### src/rtl/id_ex_stage.sv
// ID/EX pipeline register of the 5-stage RV32I core, with load-use bubble
// insertion, flush on taken branch/jump, downstream stall and a bubble counter.
module id_ex_stage #(
   parameter int          XLEN   = 32,
   parameter logic [15:0] BUBBLE = 16'h8200,
   parameter int          CNT_W  = 16
) (
   input  logic             clk_i,
   input  logic             reset_i,
   input  logic             stall_i,
   input  logic             flush_i,
   input  logic             valid_i,
   input  logic             WB_i,
   input  logic [5:0]       MEM_i,
   input  logic [8:0]       EX_i,
   input  logic [XLEN-1:0]  pc_i,
   input  logic [XLEN-1:0]  data1_i,
   input  logic [XLEN-1:0]  data2_i,
   input  logic [XLEN-1:0]  imm_i,
   input  logic [4:0]       rs1_i,
   input  logic [4:0]       rs2_i,
   input  logic [4:0]       rd_i,
   output logic             WB_o,
   output logic [5:0]       MEM_o,
   output logic [8:0]       EX_o,
   output logic [XLEN-1:0]  pc_o,
   output logic [XLEN-1:0]  data1_o,
   output logic [XLEN-1:0]  data2_o,
   output logic [XLEN-1:0]  imm_o,
   output logic [4:0]       rs1_o,
   output logic [4:0]       rs2_o,
   output logic [4:0]       rd_o,
   output logic             valid_o,
   output logic             hazard_stall_o,
   output logic [CNT_W-1:0] bubble_cnt_o
);

   localparam logic [CNT_W-1:0] CNT_ONE = {{(CNT_W-1){1'b0}}, 1'b1};
   localparam logic [CNT_W-1:0] CNT_MAX = {CNT_W{1'b1}};

   // Control word layout: {WB[15], MEM[14:9], EX[8:0]}.
   logic [15:0]      r_ctrl;
   logic             r_valid;
   logic [XLEN-1:0]  r_pc;
   logic [XLEN-1:0]  r_data1;
   logic [XLEN-1:0]  r_data2;
   logic [XLEN-1:0]  r_imm;
   logic [4:0]       r_rs1;
   logic [4:0]       r_rs2;
   logic [4:0]       r_rd;
   logic [CNT_W-1:0] r_cnt;

   logic             w_lu;

   // A load in EX (mux select 1 = memory data) whose rd feeds either source
   // of the instruction in ID. x0 is never written, so rd==0 cannot hazard.
   assign w_lu = r_valid & ~r_ctrl[15] & (r_ctrl[14:13] == 2'd1) &
                 (r_rd != 5'd0) & valid_i &
                 ((r_rd == rs1_i) | (r_rd == rs2_i));

   assign hazard_stall_o = w_lu & ~flush_i & ~stall_i;

   always_ff @(posedge clk_i) begin
      // NOTE: state registers use non-blocking assignments so every register
      // samples the pre-edge values regardless of statement order.
      if (reset_i) begin
         r_ctrl  <= BUBBLE;
         r_valid <= 1'b0;
         r_pc    <= '0;
         r_data1 <= '0;
         r_data2 <= '0;
         r_imm   <= '0;
         r_rs1   <= '0;
         r_rs2   <= '0;
         r_rd    <= '0;
         r_cnt   <= '0;
      end else if (flush_i) begin
         r_ctrl  <= BUBBLE;
         r_valid <= 1'b0;
      end else if (stall_i) begin
         r_ctrl  <= r_ctrl;
         r_valid <= r_valid;
      end else if (w_lu) begin
         // Datapath fields are held; only control is squashed.
         r_ctrl  <= BUBBLE;
         r_valid <= 1'b0;
         if (r_cnt != CNT_MAX)
            r_cnt <= r_cnt + CNT_ONE;
      end else begin
         r_ctrl  <= valid_i ? {WB_i, MEM_i, EX_i} : BUBBLE;
         r_valid <= valid_i;
         r_pc    <= pc_i;
         r_data1 <= data1_i;
         r_data2 <= data2_i;
         r_imm   <= imm_i;
         r_rs1   <= rs1_i;
         r_rs2   <= rs2_i;
         r_rd    <= rd_i;
      end
   end

   assign WB_o         = r_ctrl[15];
   assign MEM_o        = r_ctrl[14:9];
   assign EX_o         = r_ctrl[8:0];
   assign valid_o      = r_valid;
   assign pc_o         = r_pc;
   assign data1_o      = r_data1;
   assign data2_o      = r_data2;
   assign imm_o        = r_imm;
   assign rs1_o        = r_rs1;
   assign rs2_o        = r_rs2;
   assign rd_o         = r_rd;
   assign bubble_cnt_o = r_cnt;

endmodule

### config.mk
export PLATFORM = sky130hd
export DESIGN_NAME = id_ex_stage
export DESIGN_NICKNAME = d
export VERILOG_FILES = /design/src/rtl/id_ex_stage.sv
export SDC_FILE = /design/constraint.sdc
export NUM_CORES = 1
export LEC_CHECK = 0
export CORE_UTILIZATION = 46
export CTS_CLUSTER_DIAMETER = 30
export CTS_CLUSTER_SIZE = 14
export DETAILED_ROUTE_END_ITERATION = 10
export GPL_ROUTABILITY_DRIVEN = 0
export PLACE_DENSITY = 0.91
export REMOVE_ABC_BUFFERS = 1
export SLEW_MARGIN = 20
export SYNTH_ARGS = -nofsm -noshare
export SYNTH_HDL_FRONTEND = slang
export SYNTH_SLANG_ARGS = --single-unit
export TNS_END_PERCENT = 1
### constraint.sdc
create_clock -name clk_i -period 2.2 [get_ports clk_i]
set_input_delay 0.44 -clock clk_i [delete_from_list [all_inputs] [get_ports clk_i]]
set_output_delay 0.44 -clock clk_i [all_outputs]
set_load 0.03 [all_outputs]
==> impl_metrics.ini <==
[setup_path]
path_buf_inv = 1
critical_path_required_ns = 1.76
criticalPathCategory = reg -> out
worstPathCellList = or4_4, o211a_4, nand2_4, nor2_2, buf_6
worstPathArrival_ns = 1.80
crit_path_max_incr_delay_ns = 0.56
crit_slowest_cell = or4_4
timing.critical_path.to_type = primary output
setup.worst_path.start_class = flip-flop
path_delay_family = simple AND/OR/NAND/NOR gates
critical_path_fanout_max = 2

[routing]
antenna_left = 0
drtIter0Drc = 614
route.detailed.wl_per_inst_um = 16.1
vias = 10865
firstDrtPassIters = 5
detail_route.vias_per_cell = 5.80
drt_wl_total_um = 30200
detail_route.drc_violations = 0

[layout]
drive_gt1_share_pct = 7.67
antenna_diode_instance_count = 0
syn_to_final_growth_pct = 46.6
final_util_pct = 69.0
fillCellCount = 1561
num-nets-final = 1756

[clock_tree]
cts-root-buf = clkbuf_16
clock_input_transition_at_the_sequential_cells_of_the_worst_setup_and_hold_paths_ns = 0.07
cts-htree-levels = 4
cts_max_path_buffers = 2
tritoncts = yes
tritoncts.num_buffers = 17
worstSkewPairLatency_ns = 0.43
clock_sink_count = 176

[worst_hold_path]
hp-class = reg -> reg

[pwr]
switching_fraction_of_total_power_pct = 30.7
vdd_drop_max_mv = 0.498
share_clk_of_total_power_pct = 34.9
p_seq_share_pct = 40.0
power-per-cell-area_nw_per_um2 = 634
report.power.total_mw = 8.91
p_sw_mw = 2.74
combinationalPowerShare_pct = 25.1
p_leak_nw = 5.58
power_report.internal_total_mw = 6.17

[yosys]
synth-seq-cells = 176
yosysSeqAreaShare_pct = 36.7
synth_adder_area_share_pct = 0.130
edff_count_synth = 0
synth-main-ff-cell = dfxtp_1
post_synthesis_instance_area_um2 = 9590
basic_gate_share_of_the_synthesized_area_counting_and_or_nand_and_nor_cells_pct = 30.0
dominant_combinational_cell_family_by_area_after_synthesis = simple AND/OR/NAND/NOR gates
synth_area_per_cell_um2 = 7.39
post_synth_num_cell_types = 38
synth-async-reset-ratio_pct = 0
yosys-mux-area-fraction_pct = 0.691
warnings_from_yosys = 0
synth-xor-area-share_pct = 0.913
synthesized_area_fraction_occupied_by_ao_oa_aoi_and_oai_cells_pct = 24.0
syn_inst = 1298

[sta]
tightest_slew_ns = 0.500
fmax_ghz = 0.446
totalNegativeSetupSlack_ns = -0.0432
final_hold_viol_count = 0
post-route-min-period_ns = 2.24
whs_ns = 0.480
slew_viol_final = 0
slew_headroom_pct = 66.6
timing.final.setup_violations = 1
clock-skew-final_ns = 0.0134
final.period_utilization_pct = 102
setup_repair_after_global_routing_missed_its_margin = yes
final.setup.worst_slack_ns = -0.0432

[global_routing]
grt_first_pass_wirelength_um = 48600
number_of_global_route_vias_before_repair = 9992
antenna_violations_before_repair = 0
globalRouteTotalUtil_pct = 27.4
grt_remaining_overflow = 0
grt_start_max_net_pins = 129

[placement]
post-dp-hpwl_um = 20700
count_of_input_and_output_buffers = 340

[floorplanning]
fp.dieArea_um2 = 21400
io_pins = 341
start_util_pct = 47.1
die_x_um = 146
core_region_area_um2 = 20400
row_count = 52
die_h_um = 146

[run_status]
status = finished with violations
violations = setup timing

[job]
cap_viol_max_count = 0
## sequential cells by signal, indices dropped and copies added, names as in the netlist
signal and count:
data1_o 32, data2_o 32, imm_o 32, pc_o 32, bubble_cnt_o 16, r_ctrl 16, rd_o 5, rs1_o 5
rs2_o 5, valid_o 1
## placed cells by master (no fill, tap or decap), types with 4 or more instances in the layout
| cell | synthesis | final |
|---|---|---|
| a21oi_1 | 154 | 154 |
| a22o_1 | 14 | 14 |
| and3_1 | 144 | 144 |
| buf_12 | 0 | 21 |
| buf_4 | 2 | 49 |
| clkbuf_16 | 0 | 17 |
| clkdlybuf4s50_1 | 0 | 339 |
| dfxtp_1 | 176 | 174 |
| inv_6 | 0 | 4 |
| mux2_2 | 4 | 4 |
| nand2_1 | 293 | 292 |
| nand3_1 | 6 | 6 |
| nand4_1 | 6 | 6 |
| nor2_1 | 156 | 154 |
| nor2b_1 | 6 | 6 |
| o311ai_0 | 118 | 115 |
| o311ai_1 | 26 | 29 |
| o31ai_1 | 9 | 9 |
| or4_1 | 10 | 9 |
| xor2_1 | 10 | 10 |
## worst reg2reg max path: cells and delay by family, from the launching register on
family | cells | cell delay [ns]
compound gates | 3 | 0.63
simple gates | 1 | 0.56
buf+inv | 2 | 0.50
flops | 1 | 0.32
## cells in the mapped netlist, types with 10 or more instances
| master | instances | area (um2) |
|---|---|---|
| and3_1 | 144 | 901 |
| a22o_1 | 14 | 123 |
| nor2_1 | 156 | 586 |
| a21oi_1 | 154 | 771 |
| buf_2 | 23 | 115 |
| buf_6 | 21 | 236 |
| o311ai_1 | 26 | 228 |
| xor2_1 | 10 | 87.6 |
| dfxtp_1 | 176 | 3520 |
| nand2_1 | 293 | 1100 |
| o311ai_0 | 118 | 1030 |
| or4_1 | 10 | 75.1 |
| clkbuf_1 | 90 | 338 |
## metrics by stage
stage | area (um2) | setup slack [ns] | cells
after floorplan | 8890 | -8.81 | 1162
after global placement | 13400 | -0.233 | 1838
after detailed placement | 13400 | -0.297 | 1838
after CTS | 14000 | -0.0706 | 1872
after global routing | 14100 | -0.0892 | 1873
final | 14100 | -0.0432 | 1873
## power groups by stage
stage / sequential [mW] / combinational, mW / clock (mW)
after floorplan: 4.10 / 0.632 / 0
after global placement: 3.63 / 2.15 / 0
after detailed placement: 3.63 / 2.20 / 0
after CTS: 3.56 / 2.23 / 3.16
after global routing: 3.59 / 2.38 / 3.32
final: 3.57 / 2.23 / 3.11
## worst paths after layout
kind / from / end / slack, ns / cells past startpoint
hold reg to reg: r_ctrl[0] / r_ctrl[0] / 0.48 / 1
setup reg to reg: rd_o[2] / data2_o[9] / 0.09 / 6
hold / removal: r_ctrl[0] / r_ctrl[0] / 0.48 / 1
setup / recovery: rd_o[2] / hazard_stall_o / -0.04 / 5
## cell type report
class                   count  area, um2  area share (%)
clock buffers              19        443            3.15
repair buffers            410       4190            29.8
inverters                   4       20.0           0.142
well taps                 270        338            2.40
clock inverters            12        149            1.06
flip-flops and latches    176       3530            25.1
multi-input cells         982       5390            38.3
## logic make-up after synthesis
family	Yosys count
AND/OR/NAND/NOR	636
AO/OA/AOI/OAI	329
flip-flops	176
buffers and inverters	140
XOR/XNOR	10
multiplexers	6
adder cells (fa/ha/maj)	1
## routing by layer
metal,share of wire [%],track usage [%],vias to the layer above
met2,49,45.0,436
met5,0,0,-
met3,5.9,5.00,83
li1,-,-,5259
met1,41,34.1,5087
met4,4.0,14.4,0
## repair_timing
item	CTS	global route
setup buffers	3	1
hold buffers	0	0
endpoints found under the setup margin	1	5
resized for setup	7	5
pin swaps	4	3
Note: power is estimated with default switching activity, not from simulation.
